### src/rtl/spi_flash_arbiter.sv
// spi_flash_arbiter: hands the configuration SPI flash bus to one of two masters, one whole transaction at a time.
// Optional build macro SPI_ARB_LOCK_EN adds lock_i so requester 0 can keep the bus across several transactions.
//
// state    | meaning
// ---------+----------------------------------------------------------
// ST_IDLE  | bus free, flash deselected, arbitrating requests
// ST_OWN0  | requester 0 drives the flash pins
// ST_OWN1  | requester 1 drives the flash pins
// ST_GUARD | flash held deselected for GUARD_CYCLES before re-arbitration
module spi_flash_arbiter #(
  parameter int unsigned GUARD_CYCLES = 4,
  parameter logic [15:0] HOLD_LIMIT   = 16'd65535
) (
  input  logic       clk_i,
  input  logic       resetn_i,
  input  logic [1:0] req_i,
  output logic [1:0] gnt_o,
  input  logic [1:0] m_csn_i,
  input  logic [1:0] m_sck_i,
  input  logic [1:0] m_mosi_i,
  output logic [1:0] m_miso_o,
  output logic       flash_csn_o,
  output logic       flash_sck_o,
  output logic       flash_mosi_o,
  input  logic       flash_miso_i,
`ifdef SPI_ARB_LOCK_EN
  input  logic       lock_i,
`endif
  output logic       busy_o
);

  typedef enum logic [1:0] {
    ST_IDLE  = 2'd0,
    ST_OWN0  = 2'd1,
    ST_OWN1  = 2'd2,
    ST_GUARD = 2'd3
  } state_e;

  localparam logic [7:0] GUARD_LOAD = 8'(GUARD_CYCLES - 1);

  state_e      state_q, state_d;
  logic [1:0]  gnt_q, gnt_d;
  logic        rr_q, rr_d;
  logic [7:0]  guard_cnt_q, guard_cnt_d;
  logic [15:0] hold_cnt_q, hold_cnt_d;
  logic [1:0]  blocked_q, blocked_d;

  logic        own_idx;
  logic        own_csn;
  logic        own_req;
  logic        own_lock;
  logic        release_ok;
  logic        hold_idle;
  logic        hold_hit;
  logic [1:0]  req_eff;

  // Owner-side view of the bus; only meaningful while in ST_OWN0/ST_OWN1.
  always_comb begin
    own_idx = (state_q == ST_OWN1);
    own_csn = m_csn_i[own_idx];
    own_req = req_i[own_idx];
`ifdef SPI_ARB_LOCK_EN
    own_lock = lock_i && (state_q == ST_OWN0);
`else
    own_lock = 1'b0;
`endif
    release_ok = !own_req && own_csn && !own_lock;
    hold_idle  = own_req && own_csn;
    hold_hit   = (HOLD_LIMIT != 16'd0) && hold_idle &&
                 (({1'b0, hold_cnt_q} + 17'd1) >= {1'b0, HOLD_LIMIT});
    // A requester kicked off by the hold limit stays masked until it drops req.
    req_eff    = req_i & ~blocked_q;
  end

  always_comb begin
    state_d     = state_q;
    gnt_d       = gnt_q;
    rr_d        = rr_q;
    guard_cnt_d = guard_cnt_q;
    hold_cnt_d  = 16'd0;
    blocked_d   = blocked_q & req_i;

    unique case (state_q)
      ST_IDLE: begin
        unique case (req_eff)
          2'b01: begin
            state_d = ST_OWN0;
            gnt_d   = 2'b01;
          end
          2'b10: begin
            state_d = ST_OWN1;
            gnt_d   = 2'b10;
          end
          2'b11: begin
            state_d = rr_q ? ST_OWN1 : ST_OWN0;
            gnt_d   = rr_q ? 2'b10 : 2'b01;
            rr_d    = ~rr_q;
          end
          default: ;
        endcase
      end

      ST_OWN0, ST_OWN1: begin
        if (release_ok || hold_hit) begin
          state_d     = ST_GUARD;
          gnt_d       = 2'b00;
          guard_cnt_d = GUARD_LOAD;
          if (hold_hit) begin
            blocked_d[own_idx] = 1'b1;
          end
        end else if (!own_csn) begin
          hold_cnt_d = 16'd0;
        end else if (hold_idle && (HOLD_LIMIT != 16'd0) && (hold_cnt_q != 16'hFFFF)) begin
          hold_cnt_d = hold_cnt_q + 16'd1;
        end else begin
          hold_cnt_d = hold_cnt_q;
        end
      end

      ST_GUARD: begin
        gnt_d = 2'b00;
        if (guard_cnt_q == 8'd0) begin
          state_d = ST_IDLE;
        end else begin
          guard_cnt_d = guard_cnt_q - 8'd1;
        end
      end

      default: begin
        state_d = ST_IDLE;
        gnt_d   = 2'b00;
      end
    endcase
  end

  always_ff @(posedge clk_i) begin
    if (!resetn_i) begin
      state_q     <= ST_IDLE;
      gnt_q       <= 2'b00;
      rr_q        <= 1'b0;
      guard_cnt_q <= 8'd0;
      hold_cnt_q  <= 16'd0;
      blocked_q   <= 2'b00;
    end else begin
      state_q     <= state_d;
      gnt_q       <= gnt_d;
      rr_q        <= rr_d;
      guard_cnt_q <= guard_cnt_d;
      hold_cnt_q  <= hold_cnt_d;
      blocked_q   <= blocked_d;
    end
  end

  // Pin mux is steered only by registered state, so a reset deselects the flash at once.
  always_comb begin
    flash_csn_o  = 1'b1;
    flash_sck_o  = 1'b0;
    flash_mosi_o = 1'b0;
    m_miso_o     = 2'b00;
    unique case (state_q)
      ST_OWN0: begin
        flash_csn_o  = m_csn_i[0];
        flash_sck_o  = m_sck_i[0];
        flash_mosi_o = m_mosi_i[0];
        m_miso_o     = {1'b0, flash_miso_i};
      end
      ST_OWN1: begin
        flash_csn_o  = m_csn_i[1];
        flash_sck_o  = m_sck_i[1];
        flash_mosi_o = m_mosi_i[1];
        m_miso_o     = {flash_miso_i, 1'b0};
      end
      default: ;
    endcase
  end

  assign gnt_o  = gnt_q;
  assign busy_o = (state_q != ST_IDLE);

endmodule
### config.mk
export PLATFORM = sky130hd
export DESIGN_NAME = spi_flash_arbiter
export DESIGN_NICKNAME = d
export VERILOG_FILES = /design/src/rtl/spi_flash_arbiter.sv
export SDC_FILE = /design/constraint.sdc
export NUM_CORES = 1
export LEC_CHECK = 0
export CAP_MARGIN = 20
export CORE_ASPECT_RATIO = 0.75
export CORE_MARGIN = 1
export CORE_UTILIZATION = 47
export CTS_BUF_LIST = sky130_fd_sc_hd__clkbuf_16
export DETAILED_ROUTE_END_ITERATION = 10
export PLACE_DENSITY_LB_ADDON = 0.2
export SKIP_CTS_REPAIR_TIMING = 1
export SLEW_MARGIN = 30
export SYNTH_ARGS = -nofsm -noshare
export SYNTH_HDL_FRONTEND = slang
export SYNTH_SLANG_ARGS = --single-unit
### constraint.sdc
create_clock -name clk_i -period 7.6 [get_ports clk_i]
set_clock_uncertainty 0.15 [all_clocks]
set_input_delay 1.52 -clock clk_i [delete_from_list [all_inputs] [get_ports clk_i]]
set_output_delay 1.52 -clock clk_i [all_outputs]
set_load 0.05 [all_outputs]
# == Yosys cells after proc, flatten, opt, wreduce, memory -nomap -nowiden ==
# Cells that the tools add are included.
# totals
wordCells,71
out_inout_bits,8
regBits,31
# classes
n_mux,23
n_reduce_logical,17
n_eq_ne,11
n_lt_le_gt_ge,3
addsub,3
bitwise_logic,8
# ops
operator,n
case mux 2 bit (3 select lines),3
adder 16 x 1 -> 17 bit (second input constant),1
>= comparator 17 x 16 -> 1 bit (second input constant),1
adder 16 x 1 -> 16 bit (second input constant),1
2-to-1 mux 8 bit,2
inequality test 16 bit (second input constant),1
case mux 8 bit (2 select lines),1
2-to-1 mux 2 bit,7
== test 2 bit (second input constant),4
logical NOT 8 bit,1
subtractor 8 x 1 -> 8 bit (second input constant),1
inequality test 2 bit (second input constant),3
case mux 1 bit (2 select lines),3
AND reduction 3 bit,2
logical AND 1 bit,5
2-to-1 mux 1 bit,5
AND 2 bit,2
== test 2 x 1 -> 1 bit (second input constant),2
inequality test 4 x 1 -> 1 bit (second input constant),1
inverter 1 bit,4
case mux 2 bit (2 select lines),1
AND reduction 2 bit,2
nonzero test 2 bit,2
OR reduction 4 bit,1
other kinds (9),9

# == Logic depth before layout (Yosys ltp) ==
# depth
word_depth,9
mapped_depth,10
depth_no_buf,8

# == Least setup slack after synthesis ==
# Ideal clock, no wire load.
# synth_timing
kind,input -> output
from,input port m_mosi_i[1]
to,output port flash_mosi_o
t_arrival_ns,2.302
slack_ns,3.628
t_required_ns,5.930
n_path_buf,0
cell_stages,2
path_cell_list,a22oi_1 > nor2b_1
# synth_between
elab_chain_cells,1
# synth_rtl
item,line_no,source
from (decl),20,"input logic [1:0] m_mosi_i,"
case mux 1 bit (2 select lines),160,unique case (state_q)
to (decl),24,"output logic flash_mosi_o,"
# Every way passes these cells.

# == Worst setup path after layout ==
# layout_timing
from,input port m_csn_i[1]
to,output port flash_csn_o
# layout_between
elab_chain_cells,1
# layout_rtl
item,line_no,source
from (decl),18,"input logic [1:0] m_csn_i,"
case mux 1 bit (2 select lines),160,
to (decl),22,"output logic flash_csn_o,"
# Every way passes these cells.

==> impl_results.md <==
- Status: completed
- Sw frac: 40.5%
- Antenna viol nets, final: 0
- Worst-path fanout max: 3
- Vias in the first global route: 1615
- Clk_lat worst skew: 0.27 ns
- Antenna Cells: 0
- Remaining global-route overflow: 0
- Global Route met3 Usage: 5.04%
- I/O Buffers: 18
- Ys flop type: dfxtp_1
- CP peak stage delay: 0.81 ns
- Core Rows: 20
- Mapped cell area: 0.00211 sq mm
- Cell family with most CP delay: buffers and inverters
- Crit path from: m_csn_i[1]
- Syn Inst Count: 260
- Initial Utilization: 50.4%
- F_max: 214 MHz
- Internal Dissipation: 437 uW
- Vias post-DR: 1920
- Area leader, netlist: dfxtp_1
- PD cells: 300 mW/mm^2
- Dpl cells: 324
- Final Hold Violating Endpoints: 0
- CTS tree: built
- DRC: 0
- Most frequent CP cell: clkdlybuf4s50_1
- Reg power frac: 30.3%
- Root Driver: clkbuf_16
- HPWL Detailed: 3340 um
- CP max stage cell: clkdlybuf4s50_1
- M2 GR Usage: 29.6%
- #FFs+latches synth: 31
- Htree depth: 2
- Slew headroom: 42.3%
- Clock-pin slew on the worst setup and hold paths: 0.05 ns
- Worst path arrival time: 3.01 ns
- Share of async-settable or async-resettable flops after synthesis: 0%
- CP required: 5.93 ns
- CTS max path bufs: 2
- Total chip power: 735 uW
- Final Instance Count excl. Fillers: 332
- Worst hold path class: flip-flop to flip-flop
- Setup CP Type: primary input to primary output
- Clock power frac: 24.8%
- Leak: 0.865 nW
- Synth top area cells: dfxtp_1, ha_1, nor2_1, nand2_1, nand3_1
- Avg Inst Size Synth: 8.11 sq um
- Fin nets: 298
- Buf/Inv on CP: 2
- Register area: 621 sq um
- Hold_sp: gnt_o[0]
- Yosys cell types: 54
- DRT Pass-1 Iters: 4
- RD Place Congestion: 0.877
- First-pass GRT wire length: 7690 um
- Number of top-level pins: 19
- Ys Warns: 0
- Fill count: 380
- CTS Buf Count: 5
- All-Layer GR Usage: 21.1%
- CP startpoint kind: primary input
- Initial DRC count: 106
- Core ar.: 0.00418 sq mm
- Mean routed wirelength per cell: 13.7 um
- Final clock period utilization by the worst path: 61.6%
- Avg Vias per Cell: 5.78
- P&R area growth vs syn: 16.3%
- Share of layout cells above drive strength 1: 5.78%
- RSZ-0062 raised after global routing: no
- Final TNS setup: 0 ns
- Part of the power in combinational logic: 44.9%
- Met1 GRT Util: 31.8%
- Multi-input gate area: 0.00140 sq mm
- Initial antenna violation count: 0
- Period minus WS final: 4.68 ns
- RR Startpoint: hold_cnt_q[0]
- EDFF count, synth: 0
- Maxcap violations: 0
- Die Wd: 79.3 um
- Final Setup Violations: 0
- Total wire length: 4540 um
- Chip Height: 60 um
- Worst Max-Slew Pin Slew: 0.857 ns
- CTS sink cnt: 31
- Critical-path cell list: clkdlybuf4s50_1 -> nand2_1 -> nand3_1 -> clkdlybuf4s50_1
- P_sw: 297 uW
- Peak supply drop: 215 uV
- CP Capture Type: primary output
- Synth top area share: 29.4%
- Syn Nets: 282
- GR peak layer: met1
- Register area share after synthesis: 29.4%
- Largest net degree at the start of global routing: 17
- Die footprint: 0.00476 sq mm
- Slew Viols, Final: 0
-- path summary, 6_finish.rpt --
| check | slack, ns | endpoint | cells after the start |
|---|---|---|---|
| min reg2reg | 0.31 | gnt_o[0] | 2 |
| max | 2.92 | flash_csn_o | 4 |
| max reg2reg | 4.55 | hold_cnt_q[2] | 6 |
| min | 0.31 | gnt_o[0] | 2 |
-- sequential cells by signal, summed over array words and instances, names as in the netlist --
| name | count |
|---|---|
| blocked_q | 2 |
| gnt_o | 2 |
| guard_cnt_q | 8 |
| hold_cnt_q | 16 |
| rr_q | 1 |
| state_q | 2 |
-- through the flow --
stage	util (%)	cell area, sq um	hold slack, ns	setup WS, ns
after floorplan	-	2110	0.308	3.63
after CTS	58.7	2450	0.307	2.91
after global routing	58.7	2450	0.325	2.85
after global placement	55.4	2310	0.294	2.94
final	58.7	2450	0.306	2.92
after detailed placement	55.4	2310	0.296	2.92
-- Yosys cell counts, types with 2 or more instances --
library cell,number
o21ai_1,3
xor2_1,8
xnor2_1,9
nor4_1,8
a211oi_1,7
nor2_1,27
nand2b_1,5
a21o_1,5
o31a_1,2
a31o_2,2
nand4_2,2
nand3_1,17
o211a_1,2
clkbuf_1,4
a31oi_1,3
a22oi_1,2
ha_1,11
a21oi_1,7
o21ai_0,5
nor2b_1,5
nor3_1,8
buf_2,4
nand4_1,9
and3_1,3
dfxtp_1,31
or4_1,2
and4_1,4
and2_1,2
inv_1,11
mux2i_1,4
nand2_1,25
-- worst min-delay path, delay by kind of cell (launching register included) --
| family | cells | cell delay, ns |
|---|---|---|
| AND/OR/NAND/NOR | 1 | 0.05 |
| multiplexers | 1 | 0.05 |
| flip-flops | 1 | 0.30 |
-- power groups by stage --
stage | clock [mW] | sequential, mW | combinational (mW)
after floorplan | 0 | 0.231 | 0.242
after global placement | 0 | 0.226 | 0.325
after detailed placement | 0 | 0.226 | 0.328
after CTS | 0.187 | 0.223 | 0.330
after global routing | 0.195 | 0.228 | 0.362
final | 0.182 | 0.223 | 0.330
-- metal layers --
metal	part of all wire [%]	up-vias
met3	6.4	7
li1	-	996
met1	54	870
met5	0	-
met4	1.1	0
met2	39	47
-- cells by family (layout without fill, tap and decap cells) --
logic type	count (synthesis)	after routing	share of synthesized area, %
compound gates	49	49	16.7
xor+xnor	17	17	7.06
fa+ha+maj	11	11	6.53
buf+inv	20	37	3.98
flops	31	31	29.4
mux	4	4	1.90
simple gates	128	128	34.4
-- cell usage in the layout, fill, tap and decap left out, types with 8 or more instances in the layout --
cell / instances
xnor2_1: 9
clkdlybuf4s50_1: 18
nor4_1: 8
inv_1: 12
dfxtp_1: 31
ha_1: 11
nand2_1: 25
nor2_1: 27
nand3_1: 17
nor3_1: 8
nand4_1: 9
xor2_1: 8
-- area by class of cell --
cell class / instances / area share [%]
multi-input combinational: 209 / 57.3
inverter: 11 / 1.68
clock inverter: 3 / 0.459
timing repair buffer: 18 / 7.35
clock buffer: 5 / 5.10
sequential: 31 / 25.3
tap: 55 / 2.81
Note: power is estimated with default switching activity, not from simulation.
